===== src/rtl/seq_alu.sv =====
// Sequential stack-machine ALU: accepts one request at a time, answers through a
// valid/ready response port, and optionally divides with a W-cycle restoring divider.
module seq_alu #(
    parameter int unsigned W        = 8,
    parameter int unsigned DIV_PIPE = 1
) (
    input  logic         clk,
    input  logic         rst,
    input  logic         in_valid,
    output logic         in_ready,
    input  logic [3:0]   opcode,
    input  logic [W-1:0] op_a,
    input  logic [W-1:0] op_b,
    input  logic [W-1:0] push_val,
    output logic         out_valid,
    input  logic         out_ready,
    output logic [W-1:0] result,
    output logic [1:0]   queue_op,
    output logic         ovf,
    output logic         err,
    output logic [1:0]   err_code,
    output logic         err_sticky
);

    localparam int unsigned CntW = $clog2(W);
    localparam logic [CntW-1:0] CntLast = CntW'(W - 1);

    localparam logic [1:0] QPush  = 2'b00;
    localparam logic [1:0] QSleep = 2'b01;
    localparam logic [1:0] QPop   = 2'b11;
    localparam logic [1:0] QGetPush = 2'b10;

    typedef enum logic [1:0] {StIdle, StBusy, StHold} state_e;

    state_e          state_q, state_d;
    logic [W-1:0]    result_q, result_d;
    logic [1:0]      queue_op_q, queue_op_d;
    logic            ovf_q, ovf_d;
    logic            err_q, err_d;
    logic [1:0]      err_code_q, err_code_d;
    logic            err_sticky_q, err_sticky_d;
    // Divider working set: quotient/dividend shift register, partial remainder, divisor.
    logic [W-1:0]    quo_q, quo_d;
    logic [W-1:0]    rem_q, rem_d;
    logic [W-1:0]    dvs_q, dvs_d;
    logic [CntW-1:0] cnt_q, cnt_d;
    logic            is_rem_q, is_rem_d;

    logic            accept;
    logic [W-1:0]    req_result;
    logic [1:0]      req_queue_op;
    logic            req_ovf;
    logic            req_err;
    logic [1:0]      req_err_code;
    logic            req_iter;
    logic [W:0]      sum;
    logic [2*W-1:0]  prod;
    logic [W:0]      rem_sh;
    logic [W-1:0]    rem_nxt;
    logic [W-1:0]    quo_nxt;

    // Decode the incoming request into its single-cycle response (or a divider start).
    always_comb begin
        req_result   = '0;
        req_queue_op = QSleep;
        req_ovf      = 1'b0;
        req_err      = 1'b0;
        req_err_code = 2'b00;
        req_iter     = 1'b0;
        sum          = {1'b0, op_a} + {1'b0, op_b};
        prod         = {{W{1'b0}}, op_a} * {{W{1'b0}}, op_b};
        case (opcode)
            4'd0: begin
                req_result   = push_val;
                req_queue_op = QPush;
            end
            4'd1: begin
                req_queue_op = QPop;
            end
            4'd2: begin
                req_result   = sum[W-1:0];
                req_ovf      = sum[W];
                req_queue_op = QGetPush;
            end
            4'd3: begin
                req_result   = prod[W-1:0];
                req_ovf      = |prod[2*W-1:W];
                req_queue_op = QGetPush;
            end
            4'd4: begin
                req_result   = op_a - op_b;
                req_ovf      = op_a < op_b;
                req_queue_op = QGetPush;
            end
            4'd5, 4'd6: begin
                if (op_b == '0) begin
                    req_err      = 1'b1;
                    req_err_code = 2'b01;
                end else if (DIV_PIPE != 0) begin
                    req_iter = 1'b1;
                end else begin
                    req_result   = (opcode == 4'd5) ? op_a / op_b : op_a % op_b;
                    req_queue_op = QGetPush;
                end
            end
            default: begin
                // Bit 3 marks an error already reported upstream; don't double-flag it.
                req_err      = ~opcode[3];
                req_err_code = opcode[3] ? 2'b00 : 2'b10;
            end
        endcase
    end

    // One restoring-division step: shift in the next dividend bit, subtract if it fits.
    always_comb begin
        rem_sh = {rem_q, quo_q[W-1]};
        if (rem_sh >= {1'b0, dvs_q}) begin
            rem_nxt = rem_sh[W-1:0] - dvs_q;
            quo_nxt = {quo_q[W-2:0], 1'b1};
        end else begin
            rem_nxt = rem_sh[W-1:0];
            quo_nxt = {quo_q[W-2:0], 1'b0};
        end
    end

    // Next-state logic for the FSM, response registers and divider.
    always_comb begin
        state_d      = state_q;
        result_d     = result_q;
        queue_op_d   = queue_op_q;
        ovf_d        = ovf_q;
        err_d        = err_q;
        err_code_d   = err_code_q;
        err_sticky_d = err_sticky_q;
        quo_d        = quo_q;
        rem_d        = rem_q;
        dvs_d        = dvs_q;
        cnt_d        = cnt_q;
        is_rem_d     = is_rem_q;

        in_ready = ~rst & ((state_q == StIdle) | ((state_q == StHold) & out_ready));
        accept   = in_valid & in_ready;

        unique case (state_q)
            StIdle: ;
            StBusy: begin
                quo_d = quo_nxt;
                rem_d = rem_nxt;
                cnt_d = cnt_q + 1'b1;
                if (cnt_q == CntLast) begin
                    state_d    = StHold;
                    result_d   = is_rem_q ? rem_nxt : quo_nxt;
                    queue_op_d = QGetPush;
                    ovf_d      = 1'b0;
                    err_d      = 1'b0;
                    err_code_d = 2'b00;
                end
            end
            StHold: begin
                if (out_ready) state_d = StIdle;
            end
            default: state_d = StIdle;
        endcase

        // Acceptance only happens in IDLE or HOLD, so it overrides the HOLD exit.
        if (accept) begin
            if (req_iter) begin
                state_d  = StBusy;
                quo_d    = op_a;
                rem_d    = '0;
                dvs_d    = op_b;
                cnt_d    = '0;
                is_rem_d = (opcode == 4'd6);
            end else begin
                state_d      = StHold;
                result_d     = req_result;
                queue_op_d   = req_queue_op;
                ovf_d        = req_ovf;
                err_d        = req_err;
                err_code_d   = req_err_code;
                err_sticky_d = err_sticky_q | req_err;
            end
        end
    end

    // State and response registers with synchronous reset.
    always_ff @(posedge clk) begin
        if (rst) begin
            state_q      <= StIdle;
            result_q     <= '0;
            queue_op_q   <= QSleep;
            ovf_q        <= 1'b0;
            err_q        <= 1'b0;
            err_code_q   <= 2'b00;
            err_sticky_q <= 1'b0;
            quo_q        <= '0;
            rem_q        <= '0;
            dvs_q        <= '0;
            cnt_q        <= '0;
            is_rem_q     <= 1'b0;
        end else begin
            state_q      <= state_d;
            result_q     <= result_d;
            queue_op_q   <= queue_op_d;
            ovf_q        <= ovf_d;
            err_q        <= err_d;
            err_code_q   <= err_code_d;
            err_sticky_q <= err_sticky_d;
            quo_q        <= quo_d;
            rem_q        <= rem_d;
            dvs_q        <= dvs_d;
            cnt_q        <= cnt_d;
            is_rem_q     <= is_rem_d;
        end
    end

    assign out_valid  = (state_q == StHold);
    assign result     = result_q;
    assign queue_op   = queue_op_q;
    assign ovf        = ovf_q;
    assign err        = err_q;
    assign err_code   = err_code_q;
    assign err_sticky = err_sticky_q;

endmodule


===== config.mk =====
export PLATFORM = sky130hd
export DESIGN_NAME = seq_alu
export DESIGN_NICKNAME = d
export VERILOG_FILES = /design/src/rtl/seq_alu.sv
export SDC_FILE = /design/constraint.sdc
export NUM_CORES = 1
export LEC_CHECK = 0
export CORE_AREA = 4 4 95 120
export CTS_CLUSTER_DIAMETER = 100
export CTS_CLUSTER_SIZE = 25
export DETAILED_ROUTE_END_ITERATION = 8
export DIE_AREA = 0 0 99 124
export PLACE_DENSITY_LB_ADDON = 0.15
export SYNTH_ARGS = -nofsm -noshare
export SYNTH_HDL_FRONTEND = slang
export SYNTH_SLANG_ARGS = --single-unit

===== constraint.sdc =====
create_clock -name clk -period 7 [get_ports clk]
set_input_delay 1.4 -clock clk [delete_from_list [all_inputs] [get_ports clk]]
set_output_delay 1.4 -clock clk [all_outputs]
set_load 0.05 [all_outputs]

==> results.sh <==
export IMPL_status="finished clean"
export IMPL_cap_violations=0
export IMPL_start_util_pct=53.4
export IMPL_first_global_vias=5056
export IMPL_antennaDiodeCount=0
export IMPL_htree_levels=2
export IMPL_setup_viol=0
export IMPL_clock_sinks=45
export IMPL_final_cells=841
export IMPL_design_core_area_mm2=0.0104
export IMPL_finalMaxSlewViolations=0
export IMPL_yosys_area_top_type="dfxtp_1"
export IMPL_slowest_stage="clkdlybuf4s50_1"
export IMPL_yosysTopAreaCellShare_pct=16.3
export IMPL_crit_family="adder cells"
export IMPL_worst_path_max_fanout=11
export IMPL_syn_nets=821
export IMPL_hp_class="reg2reg"
export IMPL_worstMarginPinSlew_ns=1.12
export IMPL_die_area_mm2=0.0123
export IMPL_drtAntennaViolNets=0
export IMPL_cts_buffer_depth=2
export IMPL_grt_antenna_before_repair=0
export IMPL_tns_ns=0
export IMPL_power_mw=1.28
export IMPL_ys_flop_type="dfxtp_1"
export IMPL_die_h_um=124
export IMPL_crit_path_start_kind="input pin"
export IMPL_dr_total_vias=4944
export IMPL_ys_ff_latch=45
export IMPL_routabilityCongestion=0.923
export IMPL_netlist_instances=688
export IMPL_fin_nets=841
export IMPL_cts_repair_resize_count=0
export IMPL_critPathArrivalTime_ns=6.43
export IMPL_wl_per_cell_um=17.6
export IMPL_yosysSeqAreaShare_pct=16.3
export IMPL_wirelength_um=14800
export IMPL_cts_root_buf="clkbuf_16"
export IMPL_insertion_delay_ns=0.29
export IMPL_drive_above_1_share_pct=3.95
export IMPL_grt_pass1_wl_um=24800
export IMPL_hold_violations=0
export IMPL_endpoint_kind="flip-flop"
export IMPL_drc=0
export IMPL_die_width_um=99
export IMPL_vias_per_cell=5.88
export IMPL_synthArstFlopShare_pct=0
export IMPL_slowest_delay_ns=0.68
export IMPL_ios=49
export IMPL_synth_edff_count=0
export IMPL_worstPathCellList="clkdlybuf4s50_1 -> ha_1 -> fa_1 -> inv_1 -> fa_1 -> inv_1 -> fa_1 -> ha_1 -> ha_1 -> nand3_1 -> o211ai_1 -> o21ai_1 -> xnor2_1 -> a2111oi_0 -> o2111a_1 -> a31oi_1"
export IMPL_cts_tree="done"
export IMPL_r2r_slack_ns=4.20
export IMPL_vdd_drop_max_mv=0.186
export IMPL_grt_max_degree=40
export IMPL_min_period_ns=6.26
export IMPL_cts_buffers=5
export IMPL_drt_first_pass_iters=5
export IMPL_synth_area_mm2=0.00553
export IMPL_worstPathRequired_ns=7.17
export IMPL_maxSlewHeadroom_pct=25.0
export IMPL_yosys_top_cells_area="dfxtp_1, fa_1, ha_1"
export IMPL_syn_avg_cell_area_um2=8.03
export IMPL_placed_cells=833
export IMPL_timing_final_crit_share_pct=89.4
export IMPL_cellPowerDensity_mw_per_mm2=208
export IMPL_cp_num_buf_inv=3
export IMPL_grt_usage_pct=24.9
export IMPL_worst_hold_slack_ns=0.459
export IMPL_power_leakage_nw=2.65
export IMPL_post_cts_buffers=0
export IMPL_yosysUniqueCellTypes=67
export IMPL_ys_warn_count=0
export IMPL_num_rows=42
export IMPL_path_class="in2reg"
export IMPL_cts_hold_buf=0
export IMPL_portBuffers=48
export IMPL_dpl_hpwl_um=11800
export IMPL_max_freq_ghz=0.160
export IMPL_grt_overflow_total=0
export IMPL_path_clk_slew_ns=0.07
export IMPL_skew_ns=0.00979
export IMPL_grt_setup_unrepaired="no"
export IMPL_drt_iter0_drc=269
export IMPL_area_delta_synth_final_pct=11.8
-- routing by layer --
layer,vias to the layer above,wire length (um),global-route usage (%)
met5,-,0,0
met4,0,292,7.77
met3,25,538,2.02
met2,129,7930,47.2
met1,2374,6080,29.7
li1,2416,-,-
-- cells by family after synthesis --
| logic type | after synthesis | synth area share [%] |
|---|---|---|
| compound gates | 170 | 21.6 |
| flops | 45 | 16.3 |
| simple gates | 222 | 19.7 |
| buf+inv | 121 | 9.22 |
| xor+xnor | 18 | 2.85 |
| mux | 11 | 2.11 |
| fa+ha+maj | 101 | 28.2 |
-- cell type report --
type,instances,area (um2)
inverter,83,312
fill,964,4180
clock inverter,2,37.5
sequential,45,901
clock buffer,6,139
multi-input combinational,522,4120
tap,132,165
timing repair buffer,51,503
-- where the power goes --
part | internal, mW | switching, mW
clock | 0.178 | 0.105
sequential | 0.264 | 0.00630
combinational | 0.288 | 0.442
total | 0.730 | 0.554
-- worst register-to-register path: stages (launching register included) --
cell	delay, ns
dfxtp_1	0.44
nor2b_2	0.94
nand2_1	0.55
or3_1	0.47
o21ai_0	0.09
a32o_1	0.14
nor3_1	0.05
-- Yosys cell counts, types with 4 or more instances --
library cell / number
nand2_1: 78
xor2_1: 6
a211oi_1: 17
nand2b_1: 11
nor3_1: 13
nand3_1: 9
xnor2_1: 12
a21o_1: 9
and2_1: 30
a221o_1: 6
inv_1: 83
a311oi_1: 7
buf_6: 4
mux2i_1: 9
a22oi_1: 9
a221oi_1: 4
fa_1: 39
ha_1: 62
a31oi_1: 6
a211o_1: 9
nor2_1: 52
buf_2: 11
o21ai_0: 18
dfxtp_1: 45
a21oi_1: 43
o31ai_1: 5
clkbuf_1: 22
-- flip-flops by register name, indices dropped and copies added, names as in the netlist --
signal,flops
rem_q,8
dvs_q,8
result,8
ovf,1
quo_q,8
err,1
state_q,2
err_sticky,1
cnt_q,3
err_code,2
queue_op,2
is_rem_q,1
-- through the flow --
stage / setup slack [ns] / instance area [um2] / util [%]
2_1_floorplan: 1.47 / 5530 / -
3_3_place_gp: 0.642 / 6000 / 57.9
3_5_place_dp: 0.420 / 6000 / 57.9
4_1_cts: 0.712 / 6170 / 59.6
5_1_grt: 0.357 / 6170 / 59.6
6_report: 0.739 / 6170 / 59.6
-- worst paths after layout --
check	to	from	cells after the start
worst max register to register	result[6]$_SDFF_PP0_	state_q[0]$_SDFFE_PP0P_	6
worst min register to register	cnt_q[2]$_SDFF_PP0_	cnt_q[2]$_SDFF_PP0_	2
worst min-delay path	cnt_q[2]$_SDFF_PP0_	cnt_q[2]$_SDFF_PP0_	2
worst max-delay path	ovf$_SDFF_PP0_	op_a[5]	16
-- cells in the final DEF (no fill, tap or decap), types with 4 or more instances in the layout --
| cell | instances |
|---|---|
| a211o_1 | 9 |
| a211oi_1 | 17 |
| a21o_1 | 9 |
| a21oi_1 | 43 |
| a221o_1 | 6 |
| a221oi_1 | 4 |
| a22oi_1 | 9 |
| a311oi_1 | 7 |
| a31oi_1 | 6 |
| and2_1 | 30 |
| clkbuf_16 | 5 |
| clkdlybuf4s50_1 | 48 |
| dfxtp_1 | 45 |
| fa_1 | 39 |
| ha_1 | 62 |
| inv_1 | 83 |
| mux2i_1 | 9 |
| nand2_1 | 78 |
| nand2b_1 | 11 |
| nand3_1 | 9 |
| nor2_1 | 52 |
| nor3_1 | 13 |
| o21ai_0 | 18 |
| o31ai_1 | 5 |
| xnor2_1 | 12 |
| xor2_1 | 6 |
No activity file was read; power rests on OpenSTA's default activity.
